**config.mk**
```make
export PLATFORM = sky130hd
export DESIGN_NAME = ldmx_reg_responder_flat
export DESIGN_NICKNAME = d
export VERILOG_FILES = /design/src/rtl/ldmx_reg_pkg.sv /design/src/rtl/ldmx_reg_responder_if.sv /design/src/rtl/ldmx_reg_hs.sv /design/src/rtl/ldmx_reg_responder.sv /design/src/flat_wrapper.sv
export SDC_FILE = /design/constraint.sdc
export NUM_CORES = 1
export LEC_CHECK = 0
export CAP_MARGIN = 20
export CORE_AREA = 2 2 247 249
export CTS_CLUSTER_DIAMETER = 120
export DETAILED_ROUTE_END_ITERATION = 8
export DIE_AREA = 0 0 249 251
export MAX_ROUTING_LAYER = met4
export PLACE_DENSITY = 0.67
export SLEW_MARGIN = 5
export SYNTH_ARGS = -nofsm -noshare
export SYNTH_HDL_FRONTEND = slang
export SYNTH_SLANG_ARGS = --single-unit
```
**constraint.sdc**
```tcl
create_clock -name axi_clk -period 3.65 [get_ports axi_clk]
set_input_delay 0.73 -clock axi_clk [delete_from_list [all_inputs] [get_ports axi_clk]]
set_output_delay 0.73 -clock axi_clk [all_outputs]
set_load 0.02 [all_outputs]
```
**src/rtl/ldmx_reg_pkg.sv**
```systemverilog
// Shared address map, bus widths and handshake state encoding for the
// DPM strobe/acknowledge register responder.
package ldmx_reg_pkg;

    localparam int ADDR_W = 8;
    localparam int DATA_W = 32;

    localparam logic [ADDR_W-1:0] CTRL_BASE    = 8'h00;
    localparam logic [ADDR_W-1:0] STAT_BASE    = 8'h40;
    localparam logic [ADDR_W-1:0] PULSE_ADDR   = 8'h80;
    localparam logic [ADDR_W-1:0] WCNT_ADDR    = 8'hFC;
    localparam logic [ADDR_W-1:0] RCNT_ADDR    = 8'hFD;
    localparam logic [ADDR_W-1:0] SCRATCH_ADDR = 8'hFE;
    localparam logic [ADDR_W-1:0] ID_ADDR      = 8'hFF;

    localparam logic [DATA_W-1:0] UNMAPPED_VAL = 32'hDEADBEEF;

    typedef enum logic [1:0] {
        HS_IDLE     = 2'd0,
        HS_ACK      = 2'd1,
        HS_WAIT_LOW = 2'd2
    } hs_state_t;

endpackage

```
**src/rtl/ldmx_reg_responder_if.sv**
```systemverilog
// Strobe/acknowledge register bus: independent write and read channels.
interface ldmx_reg_responder_if;
    import ldmx_reg_pkg::*;

    logic              axi_wstr;
    logic [ADDR_W-1:0] axi_waddr;
    logic [DATA_W-1:0] axi_din;
    logic              axi_wack;
    logic              axi_rstr;
    logic [ADDR_W-1:0] axi_raddr;
    logic [DATA_W-1:0] axi_dout;
    logic              axi_rack;

    modport master (
        output axi_wstr, axi_waddr, axi_din, axi_rstr, axi_raddr,
        input  axi_wack, axi_rack, axi_dout
    );

    modport slave (
        input  axi_wstr, axi_waddr, axi_din, axi_rstr, axi_raddr,
        output axi_wack, axi_rack, axi_dout
    );

endinterface

```
**src/rtl/ldmx_reg_hs.sv**
```systemverilog
// One strobe/acknowledge handshake: a level strobe yields a one-cycle
// capture followed by a one-cycle ack, then waits for the strobe to drop.
module ldmx_reg_hs
    import ldmx_reg_pkg::*;
(
    input  logic clk,
    input  logic rst,
    input  logic strobe,
    output logic capture,
    output logic ack
);

    hs_state_t state;

    always_ff @(posedge clk) begin
        if (rst) begin
            state   <= HS_IDLE;
            capture <= 1'b0;
            ack     <= 1'b0;
        end else begin
            capture <= 1'b0;
            ack     <= 1'b0;
            case (state)
                HS_IDLE: begin
                    if (strobe) begin
                        state   <= HS_ACK;
                        capture <= 1'b1;
                    end
                end
                HS_ACK: begin
                    state <= HS_WAIT_LOW;
                    ack   <= 1'b1;
                end
                // A strobe still held here belongs to the request just served.
                HS_WAIT_LOW: begin
                    if (!strobe) state <= HS_IDLE;
                end
                default: state <= HS_IDLE;
            endcase
        end
    end

endmodule

```
**src/rtl/ldmx_reg_responder.sv**
```systemverilog
// Generic register responder: RW control bank, RO status bank, write-one
// pulse register, scratch, transaction counters and block ID.
module ldmx_reg_responder
    import ldmx_reg_pkg::*;
#(
    parameter int              N_CTRL   = 8,
    parameter int              N_STAT   = 8,
    parameter logic [31:0]     CTRL_RST = 32'h0,
    parameter logic [31:0]     BLOCK_ID = 32'h4C444D58
) (
    input  logic                     axi_clk,
    input  logic                     reset,
    ldmx_reg_responder_if.slave      bus,
    output logic [N_CTRL*DATA_W-1:0] ctrl_out,
    input  logic [N_STAT*DATA_W-1:0] stat_in,
    output logic [DATA_W-1:0]        pulse_out
);

    logic              wr_capture;
    logic              wr_ack;
    logic              rd_capture;
    logic              rd_ack;

    logic [ADDR_W-1:0] waddr_p0;
    logic [DATA_W-1:0] wdata_p0;
    logic [ADDR_W-1:0] raddr_p0;
    logic [DATA_W-1:0] rd_mux;
    logic [DATA_W-1:0] rd_data_p1;

    logic [DATA_W-1:0] ctrl_q [N_CTRL];
    logic [DATA_W-1:0] scratch_q;
    logic [DATA_W-1:0] wcnt_q;
    logic [DATA_W-1:0] rcnt_q;

    ldmx_reg_hs u_wr_hs (
        .clk     (axi_clk),
        .rst     (reset),
        .strobe  (bus.axi_wstr),
        .capture (wr_capture),
        .ack     (wr_ack)
    );

    ldmx_reg_hs u_rd_hs (
        .clk     (axi_clk),
        .rst     (reset),
        .strobe  (bus.axi_rstr),
        .capture (rd_capture),
        .ack     (rd_ack)
    );

    assign bus.axi_wack = wr_ack;

    // Stage p0: address/data follow the bus until the handshake captures,
    // then hold for the cycle in which they are consumed.
    always_ff @(posedge axi_clk) begin
        if (!wr_capture) begin
            waddr_p0 <= bus.axi_waddr;
            wdata_p0 <= bus.axi_din;
        end
        if (!rd_capture) raddr_p0 <= bus.axi_raddr;
    end

    // Stage p1 (write): register update, pulse and write count land with the ack.
    always_ff @(posedge axi_clk) begin
        if (reset) begin
            for (int k = 0; k < N_CTRL; k++) ctrl_q[k] <= CTRL_RST;
            scratch_q <= '0;
            wcnt_q    <= '0;
            pulse_out <= '0;
        end else begin
            pulse_out <= '0;
            if (wr_capture) begin
                wcnt_q <= wcnt_q + 32'd1;
                for (int k = 0; k < N_CTRL; k++) begin
                    if (waddr_p0 == 8'(int'(CTRL_BASE) + k)) ctrl_q[k] <= wdata_p0;
                end
                if (waddr_p0 == SCRATCH_ADDR) scratch_q <= wdata_p0;
                if (waddr_p0 == PULSE_ADDR)   pulse_out <= wdata_p0;
            end
        end
    end

    always_comb begin
        rd_mux = UNMAPPED_VAL;
        if (raddr_p0 == ID_ADDR)           rd_mux = BLOCK_ID;
        else if (raddr_p0 == SCRATCH_ADDR) rd_mux = scratch_q;
        else if (raddr_p0 == WCNT_ADDR)    rd_mux = wcnt_q;
        else if (raddr_p0 == RCNT_ADDR)    rd_mux = rcnt_q;
        else if (raddr_p0 == PULSE_ADDR)   rd_mux = '0;
        for (int k = 0; k < N_CTRL; k++) begin
            if (raddr_p0 == 8'(int'(CTRL_BASE) + k)) rd_mux = ctrl_q[k];
        end
        for (int k = 0; k < N_STAT; k++) begin
            if (raddr_p0 == 8'(int'(STAT_BASE) + k)) rd_mux = stat_in[DATA_W*k +: DATA_W];
        end
    end

    // Stage p1 (read): mux sampled in the same edge as a concurrent write,
    // so a same-address read returns the pre-write value.
    always_ff @(posedge axi_clk) begin
        if (rd_capture) rd_data_p1 <= rd_mux;
    end

    // Stage p2 (read): data and ack presented together; rd_ack is vld_p1.
    always_ff @(posedge axi_clk) begin
        if (reset) begin
            bus.axi_rack <= 1'b0;
            bus.axi_dout <= '0;
            rcnt_q       <= '0;
        end else begin
            bus.axi_rack <= rd_ack;
            if (rd_ack) begin
                bus.axi_dout <= rd_data_p1;
                rcnt_q       <= rcnt_q + 32'd1;
            end
        end
    end

    for (genvar k = 0; k < N_CTRL; k++) begin : g_ctrl_out
        assign ctrl_out[DATA_W*k +: DATA_W] = ctrl_q[k];
    end

endmodule

```
**src/flat_wrapper.sv**
```systemverilog
// flat-port wrapper written by rule: the top's interface ports become plain ports
module ldmx_reg_responder_flat import ldmx_reg_pkg::*;
#(
    parameter int              N_CTRL   = 8,
    parameter int              N_STAT   = 8,
    parameter logic [31:0]     CTRL_RST = 32'h0,
    parameter logic [31:0]     BLOCK_ID = 32'h4C444D58
)
  (axi_clk, reset, ctrl_out, stat_in, pulse_out, bus_axi_wstr, bus_axi_waddr, bus_axi_din, bus_axi_rstr, bus_axi_raddr, bus_axi_wack, bus_axi_rack, bus_axi_dout);
  ldmx_reg_responder_if bus_i ();
  input  logic axi_clk;
  input  logic reset;
  output logic [N_CTRL*DATA_W-1:0] ctrl_out;
  input  logic [N_STAT*DATA_W-1:0] stat_in;
  output logic [DATA_W-1:0] pulse_out;
  input wire logic [$bits(bus_i.axi_wstr)-1:0] bus_axi_wstr;
  input wire logic [$bits(bus_i.axi_waddr)-1:0] bus_axi_waddr;
  input wire logic [$bits(bus_i.axi_din)-1:0] bus_axi_din;
  input wire logic [$bits(bus_i.axi_rstr)-1:0] bus_axi_rstr;
  input wire logic [$bits(bus_i.axi_raddr)-1:0] bus_axi_raddr;
  output wire logic [$bits(bus_i.axi_wack)-1:0] bus_axi_wack;
  output wire logic [$bits(bus_i.axi_rack)-1:0] bus_axi_rack;
  output wire logic [$bits(bus_i.axi_dout)-1:0] bus_axi_dout;
  assign bus_i.axi_wstr = bus_axi_wstr;
  assign bus_i.axi_waddr = bus_axi_waddr;
  assign bus_i.axi_din = bus_axi_din;
  assign bus_i.axi_rstr = bus_axi_rstr;
  assign bus_i.axi_raddr = bus_axi_raddr;
  assign bus_axi_wack = bus_i.axi_wack;
  assign bus_axi_rack = bus_i.axi_rack;
  assign bus_axi_dout = bus_i.axi_dout;
  ldmx_reg_responder #(.N_CTRL(N_CTRL), .N_STAT(N_STAT), .CTRL_RST(CTRL_RST), .BLOCK_ID(BLOCK_ID)) u_core (.axi_clk(axi_clk), .reset(reset), .bus(bus_i), .ctrl_out(ctrl_out), .stat_in(stat_in), .pulse_out(pulse_out));
endmodule
```
==> flow_metrics.py, run 1 <==
metrics = {
    "timing": {
        "rsz0062_at_grt": "no",
        "post-route-min-period_ns": 3.24,
        "setup_tns_ns": 0,
        "hold_viol": 0,
        "max_slew_margin": 0.391,
        "worst_slack_ns": 0.410,
        "whs_ns": 0.458,
        "worst_slew_pin_slew_ns": 0.909,
        "fmax_mhz": 309,
        "post-route-period-util": 0.888,
        "fin_worst_skew_ns": 0.0481,
        "setup_viol": 0,
        "slew_viol_final": 0,
    },
    "cts": {
        "post_cts_resized": 0,
        "clk_transition_reported_paths_ns": 0.06,
        "cts_max_path_buffers": 3,
        "numCtsBuffers": 54,
        "cts_tree": "yes",
        "postCtsHoldBufs": 0,
        "clk_latency_ns": 0.65,
        "cts_num_sinks": 505,
        "h-tree-depth": 2,
        "cts_setup_buffers": 0,
        "root_buffer": "clkbuf_16",
    },
    "global_route": {
        "grt_pass1_vias": 21500,
        "antenna_found_initial": 13,
        "met1_usage": 0.547,
        "met2_usage": 0.617,
        "track_usage": 0.414,
        "busiest_layer": "met2",
        "grt.overflow.total": 0,
        "use_met3": 0.0849,
        "grt_pass1_wl_um": 175000,
        "grt_start_max_net_pins": 92,
    },
    "worst_setup_path": {
        "crit_path_cell_trace": "buf_4 -> buf_12 -> mux2i_1 -> nor2_1 -> a21oi_1 -> o22ai_1 -> a222oi_1 -> nand2_1",
        "end_kind": "flop",
        "cp-start-kind": "flop",
        "worst_ep_arrival_time_ns": 3.58,
        "cpMaxStageDelayCell": "edfxtp_1",
        "critPathRequiredTime_ns": 3.99,
        "crit_type": "reg2reg",
        "critPathMaxFanout": 38,
        "max_stage_delay_ns": 0.74,
    },
    "hold_path": {
        "hold_path.class": "reg2reg",
    },
    "finish": {
        "area_delta_synth_final_pct": 40.1,
        "final_common_cell": "clkdlybuf4s50_1",
        "n_fill_cell": 5255,
        "post-route-util": 0.546,
        "multiInputGateArea_um2": 9040,
        "drive_gt1_frac": 0.0925,
        "seq_area_um2": 13500,
        "finish.instance_area_um2": 32700,
        "layout.nets": 3140,
        "final_cell_mix": "clkdlybuf4s50_1, nor2_1, edfxtp_1",
    },
    "logic_synthesis": {
        "synth_edf_count": 336,
        "syn_avg_cell_area_um2": 10.6,
        "ys_seq_area_frac": 0.578,
        "yosys_warnings": 0,
        "synth-async-reset-ratio": 0,
        "synth_nets": 2516,
        "ys_types": 78,
        "ys_ff_latch": 505,
        "synthCells": 2206,
        "synthFlopType": "edfxtp_1",
        "syn_area_um2": 23300,
    },
    "routing": {
        "first_pass_iters": 6,
        "remaining_drc_errors": 0,
        "wl_per_cell_um": 35.2,
        "routed_wl_um": 129000,
        "ant_nets": 0,
        "drtIter0Drc": 3210,
        "routed-via-count": 22700,
        "via_per_inst": 6.18,
    },
    "placed_design": {
        "gp_congestion": 1.01,
        "pre_cts_ws_ns": 0.507,
        "dpl_cell_area_um2": 30800,
        "dp_hpwl_um": 98400,
        "io_buffers": 629,
    },
    "floorplanning": {
        "die_area_um2": 62500,
        "initial_core_util": 0.390,
        "fp.dieH_um": 251,
        "core_um2": 59800,
        "die_w_um": 249,
        "num_io_pins": 630,
        "std_cell_rows": 90,
    },
    "flow_run": {
        "max_cap_violations": 0,
    },
    "pwr": {
        "p_per_area_nw_per_um2": 434,
        "power_leakage_nw": 11.4,
        "irDropWorstVdd_v": 0.000393,
    },
    "outcome": {
        "status": "complete, no violations",
    },
}
[worst max-delay path: cells and delay by family, from the launching register on]
family / cells / cell delay (ns)
AO/OA/AOI/OAI: 3 / 1.12
flip-flops: 1 / 0.74
buffers and inverters: 2 / 0.48
AND/OR/NAND/NOR: 2 / 0.22
multiplexers: 1 / 0.35
[routing by layer]
| metal | vias to the layer above | wire length (um) |
|---|---|---|
| li1 | 9341 | - |
| met3 | 287 | 14600 |
| met4 | 0 | 6290 |
| met1 | 11200 | 51100 |
| met5 | - | 0 |
| met2 | 1835 | 57400 |
[kinds of logic (layout without fill, tap and decap cells)]
family                     after synthesis  count (layout)  synth area share
and+or+nand+nor                        828             828             0.165
DFF                                    505             505             0.578
AOI/OAI and AO/OA                      485             485             0.134
buffers and inverters                  205             875            0.0367
muxes                                  133             133            0.0676
xor gates and xnor gates                48              48            0.0180
adders and majority gates                2               2           0.00107
other                                    0              13                 0
[through the flow]
step | power (mW) | cells
floorplan | 7.27 | 2206
global placement | 8.48 | 3555
detailed placement | 8.48 | 3556
CTS | 14.1 | 3658
global route | 14.4 | 3670
finish | 14.2 | 3671
[where the power goes]
group          internal, mW  switching [mW]
clock                  3.31            2.46
sequential             6.31           0.250
combinational         0.785            1.07
total                  10.4            3.78
[path summary, 6_finish.rpt]
kind                             start                     to  slack (ns)  cells after the start
hold / removal    u_core.scratch_q[20]   u_core.scratch_q[20]        0.46                      2
setup reg to reg    u_core.raddr_p0[1]  u_core.rd_data_p1[17]        0.41                      8
setup / recovery    u_core.raddr_p0[1]  u_core.rd_data_p1[17]        0.41                      8
hold reg to reg   u_core.scratch_q[20]   u_core.scratch_q[20]        0.46                      2
[state kept, by name, indices dropped and copies added, names as in the netlist, 2 cells and up]
name,cells
u_core.ctrl_q,256
u_core.bus.axi_dout,32
u_core.pulse_out,32
u_core.rcnt_q,32
u_core.rd_data_p1,32
u_core.scratch_q,32
u_core.wcnt_q,32
u_core.wdata_p0,32
u_core.raddr_p0,8
u_core.waddr_p0,8
u_core.u_rd_hs.state,2
u_core.u_wr_hs.state,2
[cells in the mapped netlist (48+ instances only)]
| cell type | instances | area share |
|---|---|---|
| o22ai_1 | 69 | 0.019 |
| mux2i_1 | 81 | 0.035 |
| a21oi_1 | 124 | 0.027 |
| nand2b_1 | 48 | 0.013 |
| o21ai_0 | 103 | 0.022 |
| nand2_1 | 179 | 0.029 |
| buf_2 | 48 | 0.010 |
| inv_1 | 49 | 0.0079 |
| edfxtp_1 | 336 | 0.43 |
| clkbuf_1 | 88 | 0.014 |
| nor2_1 | 360 | 0.058 |
| dfxtp_1 | 169 | 0.15 |
[area by class of cell]
type / count / share of cell area
Inverter: 49 / 0.00563
Clock buffer: 79 / 0.0474
Timing Repair Buffer: 724 / 0.218
Antenna cell: 13 / 0.000996
Sequential cell: 505 / 0.412
Tap cell: 782 / 0.0299
Clock inverter: 23 / 0.00873
Multi-Input combinational cell: 1496 / 0.277
(Power assumes the default switching activity.)
==> run 2: changes to the inputs <==
--- a/config.mk
+++ b/config.mk
@@ -6,12 +6,13 @@
 export NUM_CORES = 1
 export LEC_CHECK = 0
 export CAP_MARGIN = 20
-export CORE_AREA = 2 2 247 249
+export CORE_AREA = 2 2 242 244
 export CTS_CLUSTER_DIAMETER = 120
 export DETAILED_ROUTE_END_ITERATION = 8
-export DIE_AREA = 0 0 249 251
+export DIE_AREA = 0 0 244 246
+export DONT_BUFFER_PORTS = 1
 export MAX_ROUTING_LAYER = met4
-export PLACE_DENSITY = 0.67
+export PLACE_DENSITY = 0.55
 export SLEW_MARGIN = 5
 export SYNTH_ARGS = -nofsm -noshare
 export SYNTH_HDL_FRONTEND = slang
==> run 2 against run 1 <==
  * Routed wire length decreased by 7.7%
  * Register-to-register slack worse by 0.12 ns
  * Clock skew fell by 0.022 ns
  * Utilization decreased by 8.4 points
  * Sequential share of layout area is 9.5 points higher
==> flow_metrics.py, run 2 (synthesis results as in run 1) <==
metrics = {
    "floorplanning": {
        "die_w_um": 244,
        "std_cell_rows": 88,
        "initial_core_util": 0.407,
        "die_area_um2": 60000,
        "core_um2": 57400,
        "num_io_pins": 630,
        "fp.dieH_um": 246,
    },
    "routing": {
        "top_layer_used": "met4",
        "via_per_inst": 6.61,
        "wl_per_cell_um": 39.3,
        "remaining_drc_errors": 0,
        "routed-wl-met3_um": 15400,
        "first_pass_iters": 5,
        "routed-via-count": 20100,
        "wl_met1_um": 46200,
        "ant_nets": 0,
        "wl_met2_um": 53500,
        "routed_wl_um": 119000,
        "drtIter0Drc": 3130,
    },
    "finish": {
        "final_common_cell": "nor2_1",
        "multiInputGateArea_um2": 9050,
        "seq_area_um2": 13500,
        "largest_register": "u_core.ctrl_q",
        "layout.nets": 2508,
        "area_delta_synth_final_pct": 13.8,
        "post-route-util": 0.463,
        "drive_gt1_frac": 0.123,
        "final_cell_mix": "nor2_1, edfxtp_1, nand2_1",
        "n_fill_cell": 5437,
        "largest_reg_flops": 256,
    },
    "worst_setup_path": {
        "cp-start-kind": "flop",
        "rr_worst_depth": 6,
        "r2r-end": "u_core.rd_data_p1[9]",
        "worst_ep_arrival_time_ns": 3.71,
        "end_kind": "flop",
        "crit_type": "reg2reg",
        "reg2reg_from": "u_core.raddr_p0[4]",
        "critPathRequiredTime_ns": 4.00,
        "ff2ff_setup_slack_ns": 0.29,
        "critPathMaxFanout": 13,
    },
    "pwr": {
        "power_mw": 14.0,
        "p_int_mw": 10.3,
        "p_sw_frac": 0.266,
        "power_leakage_nw": 9.13,
        "combPwrFrac": 0.069,
        "power.switching_mw": 3.71,
        "irDropWorstVdd_v": 0.000395,
        "p_per_area_nw_per_um2": 526,
        "clkPwrFrac": 0.447,
        "seq_power_share": 0.483,
    },
    "placed_design": {
        "gp_congestion": 0.994,
        "dp_hpwl_um": 89700,
        "io_buffers": 0,
    },
    "timing": {
        "rsz0062_at_grt": "no",
        "slew_viol_final": 0,
        "setup_tns_ns": 0,
        "fin_worst_skew_ns": 0.0260,
        "post-route-min-period_ns": 3.36,
        "hold_viol": 0,
        "max_slew_margin": 0.297,
        "setup_viol": 0,
        "fmax_mhz": 297,
        "worst_slew_pin_slew_ns": 1.05,
        "post-route-period-util": 0.921,
    },
    "cts": {
        "postCtsHoldBufs": 0,
        "cts_max_path_buffers": 3,
        "clk_latency_ns": 0.65,
        "cts_setup_buffers": 0,
        "numCtsBuffers": 56,
        "cts_num_sinks": 505,
        "cts_tree": "yes",
        "post_cts_resized": 0,
        "h-tree-depth": 2,
        "clk_transition_reported_paths_ns": 0.06,
        "root_buffer": "clkbuf_16",
    },
    "global_route": {
        "grt_pass1_wl_um": 160000,
        "antenna_found_initial": 27,
        "grt_start_max_net_pins": 179,
        "grt_pass1_vias": 18500,
        "track_usage": 0.396,
        "grt.overflow.total": 0,
    },
    "hold_path": {
        "whs_endpoint": "u_core.u_wr_hs.state[1]",
        "hold_start": "reset",
        "hold_path.class": "in2reg",
        "holdPathStages": 1,
    },
    "flow_run": {
        "max_cap_violations": 0,
    },
    "outcome": {
        "status": "complete, no violations",
    },
}
-- run 2: cell types whose count changed in the layout (fill, tap and decap cells not counted), moves of 3 or more --
cell	before	now
clkbuf_1	17	8
buf_4	85	81
clkdlybuf4s50_1	628	0
inv_4	0	3
bufinv_16	5	9
clkinv_4	0	5
diode_2	13	26
-- run 2: worst max-delay path by stage --
| stage | from | cells past startpoint | slack (ns) | endpoint |
|---|---|---|---|---|
| 2_1_floorplan | reset | 4 | 1.08 | u_core.ctrl_q[3][0] |
| 3_3_place_gp | u_core.raddr_p0[4] | 6 | 0.44 | u_core.rd_data_p1[9] |
| 3_5_place_dp | u_core.raddr_p0[4] | 5 | 0.41 | u_core.rd_data_p1[4] |
| 4_1_cts | u_core.raddr_p0[4] | 5 | 0.40 | u_core.rd_data_p1[4] |
| 5_1_grt | u_core.raddr_p0[4] | 5 | 0.29 | u_core.rd_data_p1[8] |
| 6_report | u_core.raddr_p0[4] | 6 | 0.29 | u_core.rd_data_p1[9] |
-- run 2: metrics by stage --
stage | setup WS [ns] | instance area (um2) | std cells | hold slack (ns)
3_3_place_gp | 0.441 | 24500 | 2905 | 0.443
3_5_place_dp | 0.412 | 24500 | 2905 | 0.445
6_report | 0.288 | 26500 | 3037 | 0.163
5_1_grt | 0.289 | 26500 | 3033 | 0.150
2_1_floorplan | 1.08 | 23300 | 2206 | 0.433
4_1_cts | 0.402 | 26500 | 3011 | 0.142
-- run 2: metal layers --
| layer | vias up | track usage |
|---|---|---|
| li1 | 8096 | - |
| met1 | 10200 | 0.513 |
| met2 | 1561 | 0.589 |
| met3 | 225 | 0.125 |
| met4 | 0 | 0.133 |
| met5 | - | - |
-- run 2: layout make-up --
| type | count | area share |
|---|---|---|
| repair buffers | 90 | 0.0297 |
| multi-input cells | 1496 | 0.341 |
| well taps | 765 | 0.0361 |
| flip-flops and latches | 505 | 0.508 |
| clock buffers | 71 | 0.0580 |
| diodes | 26 | 0.00245 |
| clock inverters | 35 | 0.0184 |
| inverters | 49 | 0.00693 |
-- run 2: power groups by stage --
stage	Clock (mW)	Sequential (mW)	Combinational (mW)
2_1_floorplan	0	6.70	0.569
6_report	6.25	6.75	0.969
5_1_grt	6.49	6.76	0.993
3_5_place_dp	0	6.87	0.930
3_3_place_gp	0	6.86	0.923
4_1_cts	6.28	6.74	0.933
-- run 2: worst max-delay path, stage by stage, from the launching register on --
cell and delay [ns]:
edfxtp_1 0.53, or4_1 0.74, nor2_4 0.55, nand2_1 0.41, a211oi_1 0.47, a221o_1 0.27
a21oi_1 0.12
==> run 3: changes to the inputs <==
--- a/config.mk
+++ b/config.mk
@@ -6,10 +6,10 @@
 export NUM_CORES = 1
 export LEC_CHECK = 0
 export CAP_MARGIN = 20
-export CORE_AREA = 2 2 242 244
+export CORE_AREA = 3 3 243 245
 export CTS_CLUSTER_DIAMETER = 120
 export DETAILED_ROUTE_END_ITERATION = 8
-export DIE_AREA = 0 0 244 246
+export DIE_AREA = 0 0 246 248
 export DONT_BUFFER_PORTS = 1
 export MAX_ROUTING_LAYER = met4
 export PLACE_DENSITY = 0.55
==> run 3 against run 2 <==
  * Clock-buffer cell count rose by 11
  * Total power decreased by 1.2%
  * Setup slack got worse by 0.26 ns
  * Non-clock buffer count rose by 3
  * Global-route usage down 0.56 points
  * Maximum frequency is 7.1% lower
  * Routed wire length is 0.90% higher
  * Clock skew rose by 0.026 ns
  * Sequential cell count unchanged
==> flow_metrics.py, run 3 (synthesis results as in run 1) <==
metrics = {
    "cts": {
        "clk_transition_reported_paths_ns": 0.06,
        "cts_max_path_buffers": 3,
        "clk_latency_ns": 0.65,
        "root_buffer": "clkbuf_16",
        "post_cts_resized": 1,
        "numCtsBuffers": 56,
        "cts_setup_buffers": 0,
        "postCtsHoldBufs": 0,
        "h-tree-depth": 2,
        "cts_tree": "yes",
        "cts_num_sinks": 505,
    },
    "floorplanning": {
        "fp.dieH_um": 248,
        "num_io_pins": 630,
        "die_area_um2": 61000,
        "std_cell_rows": 88,
        "initial_core_util": 0.407,
        "die_w_um": 246,
        "core_um2": 57400,
    },
    "worst_setup_path": {
        "critPathRequiredTime_ns": 3.99,
        "cp-start-kind": "flop",
        "cpMaxStageDelayCell": "or4_1",
        "critPathMaxFanout": 13,
        "critical-path-top-delay-family": "simple AND/OR/NAND/NOR gates",
        "max_stage_delay_ns": 0.75,
        "crit_type": "reg2reg",
        "worst_ep_arrival_time_ns": 3.96,
        "crit_path_cell_trace": "or4_1 -> nor2_4 -> nand2_1 -> o21ai_0 -> a22o_1 -> o32ai_1",
        "end_kind": "flop",
        "worstPathBufferInverterCount": 0,
    },
    "global_route": {
        "antenna_found_initial": 32,
        "track_usage": 0.391,
        "grt.overflow.total": 0,
        "grt_pass1_vias": 18600,
        "busiest_layer": "met2",
        "met1_usage": 0.499,
        "grt_start_max_net_pins": 179,
        "grt_pass1_wl_um": 160000,
        "met2_usage": 0.570,
        "use_met3": 0.146,
    },
    "routing": {
        "ant_nets": 0,
        "drtIter0Drc": 3120,
        "via_per_inst": 6.62,
        "first_pass_iters": 6,
        "remaining_drc_errors": 0,
        "wl_per_cell_um": 39.6,
        "routed-via-count": 20200,
        "routed_wl_um": 120000,
    },
    "timing": {
        "post-route-period-util": 0.992,
        "fmax_mhz": 276,
        "post-route-min-period_ns": 3.62,
        "setup_tns_ns": 0,
        "slew_viol_final": 0,
        "fin_worst_skew_ns": 0.0521,
        "hold_viol": 0,
        "max_slew_margin": 0.246,
        "setup_viol": 0,
        "rsz0062_at_grt": "no",
        "worst_slew_pin_slew_ns": 1.13,
    },
    "finish": {
        "n_fill_cell": 5391,
        "final_cell_mix": "nor2_1, edfxtp_1, nand2_1",
        "post-route-util": 0.463,
        "largest_reg_flops": 256,
        "area_delta_synth_final_pct": 13.8,
        "final_common_cell": "nor2_1",
        "largest_register": "u_core.ctrl_q",
        "drive_gt1_frac": 0.120,
        "layout.nets": 2511,
    },
    "pwr": {
        "irDropWorstVdd_v": 0.000420,
        "p_per_area_nw_per_um2": 520,
        "power_leakage_nw": 9.13,
        "power_mw": 13.8,
    },
    "outcome": {
        "status": "complete, no violations",
    },
    "placed_design": {
        "dp_hpwl_um": 91300,
        "io_buffers": 0,
        "gp_congestion": 0.997,
    },
    "flow_run": {
        "max_cap_violations": 0,
    },
    "hold_path": {
        "hold_path.class": "in2reg",
    },
}
==> run 3: cell types whose count changed in the layout (fill, tap and decap cells not counted), moves of 2 or more <==
cell / previous run / this run
clkinv_2: 9 / 7
inv_6: 2 / 0
diode_2: 26 / 32
clkbuf_8: 6 / 10
clkinvlp_4: 4 / 1
clkinv_1: 1 / 6
clkbuf_1: 8 / 13
inv_4: 3 / 1
clkinv_4: 5 / 0
bufinv_16: 9 / 6
buf_4: 81 / 84
clkbuf_16: 57 / 59
==> run 3: worst reg2reg max path: cells and delay by family (launching register included) <==
family	cells	cell delay, ns
AND/OR/NAND/NOR	3	1.74
flip-flops	1	0.53
AO/OA/AOI/OAI	3	1.09
==> run 3: final timing paths <==
check / from / end / slack (ns) / cells after the start
worst max-delay path: u_core.raddr_p0[4] / u_core.rd_data_p1[2] / 0.03 / 6
worst min-delay path: bus_axi_din[12] / u_core.wdata_p0[12] / 0.16 / 0
worst max register to register: u_core.raddr_p0[4] / u_core.rd_data_p1[2] / 0.03 / 6
worst min register to register: u_core.scratch_q[23] / u_core.scratch_q[23] / 0.46 / 2
==> run 3: cell type report <==
type | instances | area (um2) | share of cell area
Tap cell | 765 | 957 | 0.0361
Inverter | 49 | 184 | 0.00693
Timing Repair Buffer | 93 | 811 | 0.0305
Clock buffer | 82 | 1660 | 0.0626
Antenna cell | 32 | 80.1 | 0.00302
Clock inverter | 24 | 328 | 0.0123
Multi-Input combinational cell | 1496 | 9050 | 0.341
Sequential cell | 505 | 13500 | 0.508
==> run 3: metal layers <==
| metal | part of all wire | wire length, um |
|---|---|---|
| met5 | 0 | 0 |
| met4 | 0.037 | 4520 |
| met3 | 0.14 | 16900 |
| met2 | 0.44 | 53300 |
| met1 | 0.38 | 45800 |
==> run 3: per-stage QoR <==
step	setup WS (ns)	cells	hold slack (ns)	instance area, um2
global placement	-0.0543	2908	0.443	24500
global route	0.00607	3043	0.150	26500
CTS	0.117	3014	0.141	26500
detailed placement	-0.0672	2908	0.442	24500
floorplan	1.08	2206	0.433	23300
finish	0.0293	3046	0.165	26500
==> run 3: report_power, final <==
group	total, mW	internal, mW	switching, mW	leakage, nW
clock	6.08	3.60	2.48	0.970
sequential	6.76	6.32	0.442	4.77
combinational	0.967	0.289	0.678	3.38
